### src/rtl/peri_pwm_multi.sv
// peri_pwm_multi: NCHAN-channel PWM peripheral behind a Wishbone B4 slave port.
// All channels share one prescaled period counter with a programmable top value.
// Duty writes land in staging registers and are copied into per-channel shadows
// only at period wrap (or continuously while disabled), so outputs never glitch.
// Build option: define PWM_POLARITY_EN to add the POLARITY register at 0x4, which
// inverts individual outputs immediately; without it 0x4 is unmapped.
module peri_pwm_multi #(
    parameter int NCHAN = 4,
    parameter int WIDTH = 8
) (
    input  logic             clk_i,
    input  logic             rst_i,
    input  logic             wb_we_i,
    input  logic             wb_stb_i,
    output logic             wb_ack_o,
    input  logic [3:0]       wb_adr_i,
    input  logic [7:0]       wb_dat_i,
    output logic [7:0]       wb_dat_o,
    output logic [NCHAN-1:0] pwm_o
);

    localparam logic [3:0] ADR_CTRL     = 4'h0;
    localparam logic [3:0] ADR_PRESCALE = 4'h1;
    localparam logic [3:0] ADR_PERIOD   = 4'h2;
    localparam logic [3:0] ADR_STATUS   = 4'h3;
`ifdef PWM_POLARITY_EN
    localparam logic [3:0] ADR_POLARITY = 4'h4;
`endif

    logic             ack_r;
    logic [7:0]       dat_r;
    logic             en_r;
    logic [7:0]       prescale_r;
    logic [WIDTH-1:0] period_r;
    logic             wrap_r;
    logic [WIDTH-1:0] duty_r   [NCHAN];
    logic [WIDTH-1:0] shadow_r [NCHAN];
    logic [7:0]       pcnt_r;
    logic [WIDTH-1:0] cnt_r;
    logic [NCHAN-1:0] pwm_r;
`ifdef PWM_POLARITY_EN
    logic [NCHAN-1:0] polarity_r;
`endif

    logic             access_s;
    logic             wr_s;
    logic             tick_s;
    logic             wrap_evt_s;
    logic [7:0]       rd_data_s;
    logic [NCHAN-1:0] raw_s;

    // A bus access happens on the edge where strobe is high and no ack is pending,
    // which is also the edge that registers the ack.
    assign access_s   = wb_stb_i & ~ack_r;
    assign wr_s       = access_s & wb_we_i;
    assign tick_s     = en_r && (pcnt_r == prescale_r);
    assign wrap_evt_s = tick_s && (cnt_r >= period_r);

    // Read-data mux: staged register values, unused bits and unmapped addresses read 0
    always_comb begin
        rd_data_s = 8'h00;
        case (wb_adr_i)
            ADR_CTRL:     rd_data_s = {7'h00, en_r};
            ADR_PRESCALE: rd_data_s = prescale_r;
            ADR_PERIOD:   rd_data_s[WIDTH-1:0] = period_r;
            ADR_STATUS:   rd_data_s = {7'h00, wrap_r};
`ifdef PWM_POLARITY_EN
            ADR_POLARITY: rd_data_s[NCHAN-1:0] = polarity_r;
`endif
            default: begin
                if (wb_adr_i[3]) begin
                    for (int n = 0; n < NCHAN; n++) begin
                        rd_data_s[WIDTH-1:0] = (wb_adr_i[2:0] == 3'(n)) ? duty_r[n]
                                                                         : rd_data_s[WIDTH-1:0];
                    end
                end else begin
                    rd_data_s = 8'h00;
                end
            end
        endcase
    end

    // Bus handshake: single-cycle ack per access, read data captured on the ack edge
    always_ff @(posedge clk_i) begin
        if (rst_i) begin
            ack_r <= 1'b0;
            dat_r <= 8'h00;
        end else begin
            ack_r <= access_s;
            if (access_s) begin
                dat_r <= rd_data_s;
            end else begin
                dat_r <= dat_r;
            end
        end
    end

    // Control registers and staged duty values, written on the access edge
    always_ff @(posedge clk_i) begin
        if (rst_i) begin
            en_r       <= 1'b0;
            prescale_r <= 8'h00;
            period_r   <= {WIDTH{1'b0}};
            for (int n = 0; n < NCHAN; n++) begin
                duty_r[n] <= {WIDTH{1'b0}};
            end
        end else if (wr_s) begin
            case (wb_adr_i)
                ADR_CTRL:     en_r       <= wb_dat_i[0];
                ADR_PRESCALE: prescale_r <= wb_dat_i;
                ADR_PERIOD:   period_r   <= wb_dat_i[WIDTH-1:0];
                default: begin
                    for (int n = 0; n < NCHAN; n++) begin
                        if (wb_adr_i == 4'(8 + n)) begin
                            duty_r[n] <= wb_dat_i[WIDTH-1:0];
                        end
                    end
                end
            endcase
        end
    end

`ifdef PWM_POLARITY_EN
    // Output polarity register, applied directly without shadowing
    always_ff @(posedge clk_i) begin
        if (rst_i) begin
            polarity_r <= {NCHAN{1'b0}};
        end else if (wr_s && (wb_adr_i == ADR_POLARITY)) begin
            polarity_r <= wb_dat_i[NCHAN-1:0];
        end else begin
            polarity_r <= polarity_r;
        end
    end
`endif

    // Sticky wrap flag: a wrap in the same cycle as a clear-write keeps it set
    always_ff @(posedge clk_i) begin
        if (rst_i) begin
            wrap_r <= 1'b0;
        end else if (wrap_evt_s) begin
            wrap_r <= 1'b1;
        end else if (wr_s && (wb_adr_i == ADR_STATUS) && wb_dat_i[0]) begin
            wrap_r <= 1'b0;
        end else begin
            wrap_r <= wrap_r;
        end
    end

    // Prescaler and period counter; both parked at 0 while disabled so enabling starts clean
    always_ff @(posedge clk_i) begin
        if (rst_i) begin
            pcnt_r <= 8'h00;
            cnt_r  <= {WIDTH{1'b0}};
        end else if (!en_r) begin
            pcnt_r <= 8'h00;
            cnt_r  <= {WIDTH{1'b0}};
        end else if (tick_s) begin
            pcnt_r <= 8'h00;
            // >= so a PERIOD lowered below the running count wraps on the next tick
            cnt_r  <= wrap_evt_s ? {WIDTH{1'b0}} : cnt_r + WIDTH'(1'b1);
        end else begin
            pcnt_r <= pcnt_r + 8'h01;
            cnt_r  <= cnt_r;
        end
    end

    // Shadow duties track staging while disabled and latch it at every wrap
    always_ff @(posedge clk_i) begin
        if (rst_i) begin
            for (int n = 0; n < NCHAN; n++) begin
                shadow_r[n] <= {WIDTH{1'b0}};
            end
        end else if (!en_r || wrap_evt_s) begin
            for (int n = 0; n < NCHAN; n++) begin
                shadow_r[n] <= duty_r[n];
            end
        end else begin
            for (int n = 0; n < NCHAN; n++) begin
                shadow_r[n] <= shadow_r[n];
            end
        end
    end

    // Raw compare: an extra zero MSB keeps the unsigned compare safe at full scale
    always_comb begin
        raw_s = {NCHAN{1'b0}};
        for (int n = 0; n < NCHAN; n++) begin
            raw_s[n] = en_r && ({1'b0, shadow_r[n]} > {1'b0, cnt_r});
        end
    end

    // Registered PWM outputs, one clock behind the counter
    always_ff @(posedge clk_i) begin
        if (rst_i) begin
            pwm_r <= {NCHAN{1'b0}};
        end else begin
`ifdef PWM_POLARITY_EN
            pwm_r <= raw_s ^ polarity_r;
`else
            pwm_r <= raw_s;
`endif
        end
    end

    assign wb_ack_o = ack_r;
    assign wb_dat_o = dat_r;
    assign pwm_o    = pwm_r;

endmodule

### config.mk
export PLATFORM = sky130hd
export DESIGN_NAME = peri_pwm_multi
export DESIGN_NICKNAME = d
export VERILOG_FILES = /design/src/rtl/peri_pwm_multi.sv
export SDC_FILE = /design/constraint.sdc
export NUM_CORES = 1
export LEC_CHECK = 0
export BUFFER_PORTS_ARGS = -buffer_cell sky130_fd_sc_hd__buf_2
export CAP_MARGIN = 15
export CORE_ASPECT_RATIO = 1.4
export CORE_MARGIN = 2
export CORE_UTILIZATION = 44
export CTS_CLUSTER_SIZE = 8
export DETAILED_ROUTE_END_ITERATION = 10
export PLACE_DENSITY = 0.64
export SYNTH_ARGS = -nofsm -noshare
export SYNTH_HDL_FRONTEND = slang
export SYNTH_SLANG_ARGS = --single-unit
### constraint.sdc
create_clock -name clk_i -period 4 [get_ports clk_i]
set_clock_uncertainty 0.1 [all_clocks]
set_input_delay 0.2 -clock clk_i [delete_from_list [all_inputs] [get_ports clk_i]]
set_output_delay 0.2 -clock clk_i [all_outputs]
set_load 0.05 [all_outputs]
==> results.sh <==
export IMPL_drt_pass1_iterations=5
export IMPL_clkSinkCount=111
export IMPL_cts_buffer_depth=2
export IMPL_cts_repair_resized=0
export IMPL_synth_edf_count=64
export IMPL_critPathKind="reg -> reg"
export IMPL_synth_compound_area_share=0.0927
export IMPL_drt_wl_total_um=12700
export IMPL_maxCapViolCount=0
export IMPL_synthCells=490
export IMPL_required_ns=3.91
export IMPL_setup_ws_ns=1.51
export IMPL_dr_wl_met2_um=6390
export IMPL_htree_levels=3
export IMPL_post_place_cells=654
export IMPL_die_area_mm2=0.0141
export IMPL_first_global_vias=3807
export IMPL_initial_utilization=0.451
export IMPL_p_leak_nw=2.56
export IMPL_slew_headroom=0.489
export IMPL_drt_iter0_markers=204
export IMPL_final_common_cell="edfxtp_1"
export IMPL_synth_seq_area_share=0.493
export IMPL_drc_errors=0
export IMPL_placement_setup_worst_slack_ns=1.51
export IMPL_grt_max_degree=39
export IMPL_maxSlewViolCount=0
export IMPL_via_per_inst=5.68
export IMPL_highest_layer="met4"
export IMPL_antenna_found_initial=0
export IMPL_n_fill_cell=1148
export IMPL_m1WireLength_um=5200
export IMPL_ant_nets=0
export IMPL_tns_ns=0
export IMPL_ctsHoldBuffers=0
export IMPL_vias=3806
export IMPL_synthToLayoutAreaGrowth_pct=9.01
export IMPL_muxShareOfSynthArea=0.0659
export IMPL_period_minus_slack_ns=2.49
export IMPL_nets=570
export IMPL_met3WireLength_um=557
export IMPL_synth_nets=548
export IMPL_yosys_area_share_simple=0.200
export IMPL_worstSetupStartpointType="flop"
export IMPL_insertion_delay_ns=0.35
export IMPL_clockRootBuffer="clkbuf_16"
export IMPL_dp_hpwl_um=9830
export IMPL_globalplace_congestion=0.921
export IMPL_max_freq_mhz=402
export IMPL_synth_xor_area_frac=0.0211
export IMPL_synth_top_family_by_area="simple AND/OR/NAND/NOR gates"
export IMPL_synthAdderAreaFrac=0.0905
export IMPL_synthArstFlopShare=0
export IMPL_rsz0062_at_grt="no"
export IMPL_wl_per_cell_um=19.0
export IMPL_tightestPinTransition_ns=0.765
export IMPL_post_cts_repair_setup_buffers=0
export IMPL_synthDistinctLibCells=51
export IMPL_syn_cell_area_mm2=0.00581
export IMPL_drive_above_1_share=0.155
export IMPL_rows=49
export IMPL_layoutNonFillerInstCount=670
export IMPL_grt_remaining_overflow=0
export IMPL_syn_avg_cell_area_um2=11.9
export IMPL_path_max_fanout=32
export IMPL_cts_tree="yes"
export IMPL_cp_arrival_ns=2.39
export IMPL_fin_crit_sh=0.622
export IMPL_numCtsBuffers=9
export IMPL_power_density_mw_per_mm2=370
export IMPL_endpoint_kind="flop"
export IMPL_most_common_layout_cells="64 x edfxtp_1, 47 x dfxtp_1, 42 x ha_1"
export IMPL_power_mw=2.34
export IMPL_track_usage=0.189
export IMPL_status="finished clean"
export IMPL_hold_violations=0
export IMPL_synth_ff_type="edfxtp_1"
export IMPL_port_buffers=28
export IMPL_io_pin_count=29
export IMPL_antenna_cells=0
export IMPL_synth_seq_cells=111
export IMPL_yosysWarnings=0
export IMPL_die_y_um=140
export IMPL_core_area_mm2=0.0129
export IMPL_vdd_drop_max_v=0.000261
export IMPL_grt_pass1_wl_um=20400
export IMPL_setup_viol=0
export IMPL_die_w_um=101
export IMPL_clk_pin_slew_ns=0.07
export IMPL_min_path_type="in -> reg"
## path summary, 6_finish.rpt
path / to / slack [ns] / start / cells after the start
worst max register to register: shadow_r[3][5] / 1.51 / cnt_r[0] / 8
worst min register to register: wb_dat_o[1] / 0.40 / wb_dat_o[1] / 2
worst max-delay path: shadow_r[3][5] / 1.51 / cnt_r[0] / 8
worst min-delay path: period_r[1] / 0.11 / wb_dat_i[1] / 3
## registers in the layout, indices dropped and copies added (netlist names)
signal / cells
en_r: 1
period_r: 8
wb_ack_o: 1
wb_dat_o: 8
wrap_r: 1
cnt_r: 8
pwm_o: 4
prescale_r: 8
shadow_r: 32
pcnt_r: 8
duty_r: 32
## through the flow
stage          cell area (um2)  hold slack [ns]  utilization
2_1_floorplan             5810            0.244            -
3_3_place_gp              6030            0.382        0.469
3_5_place_dp              6030            0.388        0.469
4_1_cts                   6330           0.0911        0.492
5_1_grt                   6330            0.109        0.492
6_report                  6330            0.109        0.492
## worst max-delay path: stages, from the launching register on
cell and delay (ns):
dfxtp_1 0.52, inv_1 0.09, ha_1 0.28, nor2b_1 0.04
o21ai_0 0.28, a22oi_4 0.19, nand2b_1 0.21, nand2_1 0.08
buf_4 0.35
## routing by layer
layer / track usage / vias up
met3: 0.0284 / 27
li1: - / 1849
met4: 0.0925 / 0
met5: 0 / -
met2: 0.313 / 106
met1: 0.239 / 1824
## final cells by class
class	instances	area (um2)	share of cell area
inverter	20	75.1	0.0119
clock inverter	7	72.6	0.0115
clock buffer	9	225	0.0356
timing repair buffer	32	170	0.0269
tap	153	191	0.0302
sequential	111	2860	0.452
multi-input combinational	338	2730	0.432
## report_power, final
part	total, mW	internal [mW]	leakage (nW)	switching (mW)
Clock	0.895	0.487	0.143	0.408
Sequential	1.26	1.24	1.08	0.0182
Combinational	0.188	0.0711	1.34	0.117
## logic make-up (layout without fill, tap and decap cells)
group / count (synthesis) / in the layout
adders and majority gates: 42 / 42
DFF: 111 / 111
buffers and inverters: 41 / 68
AOI/OAI and AO/OA: 68 / 68
and+or+nand+nor: 187 / 187
xor gates and xnor gates: 14 / 14
muxes: 27 / 27
## cell usage after synthesis, drive strengths merged, types with 12 or more instances
master / instances / area share
nor3: 12 / 0.010
dfxtp: 47 / 0.16
mux2i: 18 / 0.031
nor2b: 27 / 0.029
a21o: 12 / 0.016
nand3: 20 / 0.019
and2: 32 / 0.034
edfxtp: 64 / 0.33
nor2: 42 / 0.028
nor3b: 18 / 0.033
inv: 20 / 0.013
ha: 42 / 0.090
xor2: 13 / 0.020
(Power assumes the default switching activity.)
